[config.mk]
export PLATFORM = sky130hd
export DESIGN_NAME = pipelined_shifter
export DESIGN_NICKNAME = d
export VERILOG_FILES = /design/src/rtl/pipelined_shifter.sv
export SDC_FILE = /design/constraint.sdc
export NUM_CORES = 1
export LEC_CHECK = 0
export ABC_AREA = 1
export BUFFER_PORTS_ARGS = -buffer_cell sky130_fd_sc_hd__buf_2
export CORE_ASPECT_RATIO = 0.75
export CORE_MARGIN = 1.5
export CORE_UTILIZATION = 23
export CTS_CLUSTER_DIAMETER = 150
export DETAILED_ROUTE_END_ITERATION = 6
export PLACE_DENSITY_LB_ADDON = 0.25
export SYNTH_ARGS = -nofsm -noshare
export SYNTH_HDL_FRONTEND = slang
export SYNTH_SLANG_ARGS = --single-unit
[constraint.sdc]
create_clock -name clock -period 7.8 [get_ports clock]
set_input_delay 0.78 -clock clock [delete_from_list [all_inputs] [get_ports clock]]
set_output_delay 0.78 -clock clock [all_outputs]
set_load 0.1 [all_outputs]
[src/rtl/pipelined_shifter.sv]
// Pipelined four-mode barrel shifter (SLL/SRL/SRA/ROL) with valid/ready handshakes.
// One register stage per shift-amount bit, largest shift first; a tag rides along with each op.
module pipelined_shifter #(
  parameter  int WIDTH = 32,
  parameter  int TAG_W = 5,
  localparam int SH_W  = $clog2(WIDTH)
) (
  input  logic             clock,
  input  logic             reset,
  input  logic             flush,
  input  logic             in_valid,
  output logic             in_ready,
  input  logic [WIDTH-1:0] in_data,
  input  logic [SH_W-1:0]  in_shamt,
  input  logic [1:0]       in_op,
  input  logic [TAG_W-1:0] in_tag,
  output logic             out_valid,
  input  logic             out_ready,
  output logic [WIDTH-1:0] out_data,
  output logic [TAG_W-1:0] out_tag
);

  localparam int L = SH_W;

  typedef enum logic [1:0] {
    OP_SLL = 2'b00,
    OP_SRL = 2'b01,
    OP_SRA = 2'b10,
    OP_ROL = 2'b11
  } op_e;

  logic             valid_reg  [L];
  logic [WIDTH-1:0] data_reg   [L];
  logic [1:0]       op_reg     [L];
  logic             sign_reg   [L];
  logic [SH_W-1:0]  shamt_reg  [L];
  logic [TAG_W-1:0] tag_reg    [L];

  logic             valid_next [L];
  logic [WIDTH-1:0] data_next  [L];
  logic [1:0]       op_next    [L];
  logic             sign_next  [L];
  logic [SH_W-1:0]  shamt_next [L];
  logic [TAG_W-1:0] tag_next   [L];

  logic adv;

  assign adv      = ~valid_reg[L-1] | out_ready;
  assign in_ready = adv & ~flush;

  for (genvar gi = 0; gi < L; gi++) begin : g_stage
    localparam int S = 1 << (SH_W - 1 - gi);

    logic             v_src;
    logic [WIDTH-1:0] d_src;
    logic [1:0]       op_src;
    logic             sign_src;
    logic [SH_W-1:0]  sh_src;
    logic [TAG_W-1:0] t_src;
    logic [WIDTH-1:0] shifted;

    if (gi == 0) begin : g_src
      assign v_src    = in_valid & in_ready;
      assign d_src    = in_data;
      assign op_src   = in_op;
      assign sign_src = in_data[WIDTH-1];
      assign sh_src   = in_shamt;
      assign t_src    = in_tag;
    end else begin : g_src
      assign v_src    = valid_reg[gi-1];
      assign d_src    = data_reg[gi-1];
      assign op_src   = op_reg[gi-1];
      assign sign_src = sign_reg[gi-1];
      assign sh_src   = shamt_reg[gi-1];
      assign t_src    = tag_reg[gi-1];
    end

    always_comb begin
      shifted = d_src;
      case (op_src)
        OP_SLL:  shifted = d_src << S;
        OP_SRL:  shifted = d_src >> S;
        OP_SRA:  shifted = (d_src >> S) | ({WIDTH{sign_src}} << (WIDTH - S));
        default: shifted = (d_src << S) | (d_src >> (WIDTH - S));
      endcase
    end

    // The shift-amount MSB is consumed here; the rest moves up so the next stage reads its MSB.
    assign valid_next[gi] = v_src;
    assign data_next[gi]  = sh_src[SH_W-1] ? shifted : d_src;
    assign op_next[gi]    = op_src;
    assign sign_next[gi]  = sign_src;
    assign shamt_next[gi] = {sh_src[SH_W-2:0], 1'b0};
    assign tag_next[gi]   = t_src;
  end

  always_ff @(posedge clock) begin
    if (reset) begin
      for (int i = 0; i < L; i++) begin
        valid_reg[i] <= 1'b0;
        data_reg[i]  <= '0;
        op_reg[i]    <= '0;
        sign_reg[i]  <= 1'b0;
        shamt_reg[i] <= '0;
        tag_reg[i]   <= '0;
      end
    end else begin
      if (adv) begin
        for (int i = 0; i < L; i++) begin
          valid_reg[i] <= valid_next[i];
          data_reg[i]  <= data_next[i];
          op_reg[i]    <= op_next[i];
          sign_reg[i]  <= sign_next[i];
          shamt_reg[i] <= shamt_next[i];
          tag_reg[i]   <= tag_next[i];
        end
      end
      // A result retiring this cycle has already been taken by the consumer; the rest die.
      if (flush) begin
        for (int i = 0; i < L; i++) begin
          valid_reg[i] <= 1'b0;
        end
      end
    end
  end

  assign out_valid = valid_reg[L-1];
  assign out_data  = data_reg[L-1];
  assign out_tag   = tag_reg[L-1];

endmodule

# Yosys cells after proc, flatten, opt, wreduce, memory -nomap -nowiden
# Memory sizes are Yosys's and may differ from the RTL's.
# Index checks and enable logic that the tools add are counted.
totals:
  mem_bits_ro: 0
  out_inout_bits: 39
  memories: 6
  word_cells: 124
  latch_bits: 0
  reg_bits: 0
  mem_bits_rw: 225
mem_list:
  columns: ["name", "words", "word_bits", "read_ports", "rd_ports_with_merged_regs", "wr", "line", "rtl"]
  rows:
  - ["data_reg", 5, 32, 5, 0, 5, "33", "logic [WIDTH-1:0] data_reg [L];"]
  - ["tag_reg", 5, 5, 5, 0, 5, "37", "logic [TAG_W-1:0] tag_reg [L];"]
  - ["shamt_reg", 5, 4, 4, 0, 5, "36", "logic [SH_W-1:0] shamt_reg [L];"]
  - ["op_reg", 5, 2, 4, 0, 5, "34", "logic [1:0] op_reg [L];"]
  - ["sign_reg", 5, 1, 4, 0, 5, "35", "logic sign_reg [L];"]
  - ["valid_reg", 5, 1, 5, 0, 5, "32", "logic valid_reg [L];"]
op_classes:
  n_mul: 0
  div: 0
  n_lt_le_gt_ge: 0
  shift: 0
  add_sub_neg: 0
  bitwise_logic: 50
  n_eq_ne: 10
  n_reduce_logical: 5
  n_mux: 53
ops:
  columns: ["cell", "count"]
  rows:
  - ["$pmux 32 s3", 5]
  - ["$mux 32", 10]
  - ["$or 1x1->1", 36]
  - ["$or 16x32->32", 1]
  - ["$or 24x32->32", 1]
  - ["$or 28x32->32", 1]
  - ["$or 30x32->32", 1]
  - ["$or 31x32->32", 1]
  - ["$or 32x1->32", 1]
  - ["$or 32x16->32", 1]
  - ["$or 32x2->32", 1]
  - ["$or 32x4->32", 1]
  - ["$or 32x8->32", 1]
  - ["$mux 5", 5]
  - ["$mux 1", 23]
  - ["$mux 4", 5]
  - ["$eq 2x1->1 const B", 5]
  - ["$eq 2x2->1 const B", 5]
  - ["$logic_not 2->1", 5]
  - ["$mux 2", 5]
  - ["$and 1x1->1", 2]
  - ["$not 1->1", 2]

# Longest topological paths before layout
# An unclocked memory read counts as a cell.
depth:
  depth_word: 8
  ltp_mapped: 8
  depth_no_buf: 6

# Worst setup path after synthesis
# Ideal clock, no wire load.
synth_timing:
  path_kind: "input to register"
  from: "input out_ready"
  to: "memory valid_reg[1][0] (netlist: valid_reg[0][1])"
  arrival_time_ns: 5.425
  cell_stages: 5
  n_path_buf: 0
  setup_slack_ns: 2.032
  required_ns: 7.458
  path_cell_list: "inv_1 > nand2_1 > nor2_1 > inv_1 > o21ai_0"
synth_lines:
  columns: ["element", "line", "rtl"]
  rows:
  - ["start: declaration", "18", "input logic out_ready,"]
  - ["end: declaration", "32", null]

==> impl_results.md <==
* Peak supply drop at 0.000122 V
* Core ar. at 0.0518 mm^2
* Period utilization at 0.388
* Final setup viols at 0
* Post-Syn Area per Cell at 8.05 um^2
* Crit start category: register
* H-tree Lvls at 1
* Reg2Reg Setup Slack at 4780 ps
* Most common cell type on the critical path: nor2_1
* RSZ-0062 raised after global routing: no
* Status: finished clean
* Max Cap Viol at 0
* Clk root buf: clkbuf_16
* Worst-Skew Late Latency at 540 ps
* Initial antenna violation count at 0
* Cells after synthesis at 1505
* Grt ovf at 0
* Crit path DAT at 3320 ps
* Smallest setup slack after layout at 4780 ps
* WP data required at 8090 ps
* Sw frac at 0.267
* GRT Total Usage at 0.113
* Endpoint type of the worst setup path: register
* Adder and majority gate portion of the synthesized area at 0
* Vias at 9859
* Drt drc at 0
* Cell area after layout at 0.0135 mm^2
* Crit path cell chain: buf_4, inv_1, nand2_1, nand2_1, nor2_1, nor2_1, nor2_1
* First-pass GRT wire length at 49.9 mm
* DP HPWL at 19.3 mm
* Setup Buffers After CTS at 0
* Initial Util at 0.234
* Number of flip-flops under the largest register name at 160
* Setup Slack @ Placement at 4570 ps
* Logic pwr share at 0.099
* Die Area at 0.0541 mm^2
* Synth warn at 0
* Max FO, Critical Path at 33
* Via density at 4.47
* CTS tree: built
* Yosys reg bits at 212
* Yosys cell types at 21
* Max stage delay on crit path at 880 ps
* Worst Tran Pin Value at 1190 ps
* Number of global-route vias before repair at 8960
* Slowest CP cell: nand2_1
* Worst Skew at 36.4 ps
* Rows at 72
* Finished Layout Cells at 2208
* Max Freq at 0.331 GHz
* Synth Area in Compound Gates at 0.0885
* Sequential area share after synthesis at 0.521
* Sw power at 0.729 mW
* Post-Synth Simple-Gate Area at 0.280
* Max-slew violations at 0
* Post-Syn Area at 0.0121 mm^2
* Die Y at 202 um
* Setup_tns at 0 ps
* P_leak at 5.14 nW
* Area grow syn2layout at 11.7%
* Clk buf depth at 3
* PortBufs at 87
* Largest net degree at the start of global routing at 128
* Placed cells at 2165
* Placed inst area at 0.0128 mm^2
* I/O Pins at 88
* Cts bufs inserted at 25
* Main combinational cell family by area after synthesis: simple AND/OR/NAND/NOR gates
* WS Path Type: register to register
* Initial DRC count at 798
* Clock Power Share at 0.401
* Final WL at 31.0 mm
* Clock Pin Slew Worst Setup and Hold Paths at 60 ps
* P per Cell Area at 202 mW/mm^2
* Multiplexer area fraction after synthesis at 0
* N_diodes at 0
* Syn nets at 1554
* Die Wd at 268 um
* Fin nets at 1538
* Fraction of layout instances using a drive strength above 1 at 0.0983
* GPL Wtd Cong at 0.771
* Post-Synth XOR/XNOR Area at 0
* Hold Buf Count CTS at 0
* DR WL/cell at 14.0 um
* Remaining antenna violation count at 0
* Internal power at 2.00 mW
* Type of the worst min-delay path: register to register
* CTS Sinks at 212
* Post_cts resized at 0
* Worst rel slew slack at 0.205
* Fin. Hold Viols at 0
* Register share of total power at 0.500
* Power Total at 2.73 mW
* Fin crit period at 3020 ps
* Drt pass-1 iters at 5
## cell type report
cell class                 instances  area [um^2]
tap                              703          880
multi-input combinational        993         4470
clock inverter                    14          105
inverter                         157          597
fill                            5612        38300
sequential                       212         6320
clock buffer                      29          641
timing repair buffer             100          533
## kinds of logic after synthesis
family / Yosys count
buffers and inverters: 300
and+or+nand+nor: 781
AOI/OAI and AO/OA: 212
DFF: 212
## worst paths after layout
path | from | to | cells past startpoint
max | op_reg[0][6] | data_reg[0][134] | 7
min | valid_reg[0][3] | valid_reg[0][4] | 2
max reg2reg | op_reg[0][6] | data_reg[0][134] | 7
min reg2reg | valid_reg[0][3] | valid_reg[0][4] | 2
## cell usage after synthesis (all sizes together)
cell type	count	area (um^2)
a21oi	66	342
buf	86	533
clkbuf	57	216
clkinv	1	3.75
dfxtp	5	100
edfxtp	207	6220
inv	156	586
nand2	73	294
nand3	348	1740
nor2	360	1360
o21ai	146	731
## per-layer routing
layer	share of wire	wire length, um	vias up	GRT usage
li1	-	-	4981	-
met1	0.53	16400	4549	0.178
met2	0.40	12400	297	0.156
met3	0.054	1680	32	0.0214
met4	0.017	522	0	0.0248
met5	0	0	-	0
## cells in the final DEF (no fill, tap or decap)
cell,netlist,final
nand3_1,348,348
nand2_2,5,5
clkinvlp_4,0,3
clkinv_2,0,2
nand2_1,67,67
inv_6,0,1
nor2_4,1,1
clkbuf_1,55,4
inv_1,150,149
edfxtp_1,207,207
buf_4,37,13
a21oi_4,1,1
a21oi_1,65,65
bufinv_16,0,1
o21ai_1,3,3
clkbuf_16,0,25
nor2_1,359,359
nand2_4,1,1
dfxtp_1,5,5
o21ai_0,143,143
inv_2,6,6
buf_2,45,87
clkinv_1,1,7
inv_8,0,2
## per-stage QoR
stage	hold WS (ps)	util
after CTS	441	0.261
after detailed placement	454	0.247
final	463	0.261
after floorplan	441	-
after global routing	452	0.261
after global placement	459	0.247
## power by group through the flow
stage | registers [mW] | clock network [mW] | logic, mW
CTS | 1.37 | 1.13 | 0.271
floorplan | 1.36 | 0 | 0.223
detailed placement | 1.39 | 0 | 0.270
finish | 1.37 | 1.09 | 0.270
global route | 1.37 | 1.17 | 0.303
global placement | 1.39 | 0 | 0.269
## critical path, delay by kind of cell, from the launching register on
kind	cells	cell delay (ps)
and+or+nand+nor	5	1340
buffers and inverters	2	1040
DFF	1	350
Power figures use the tool's default switching activity.
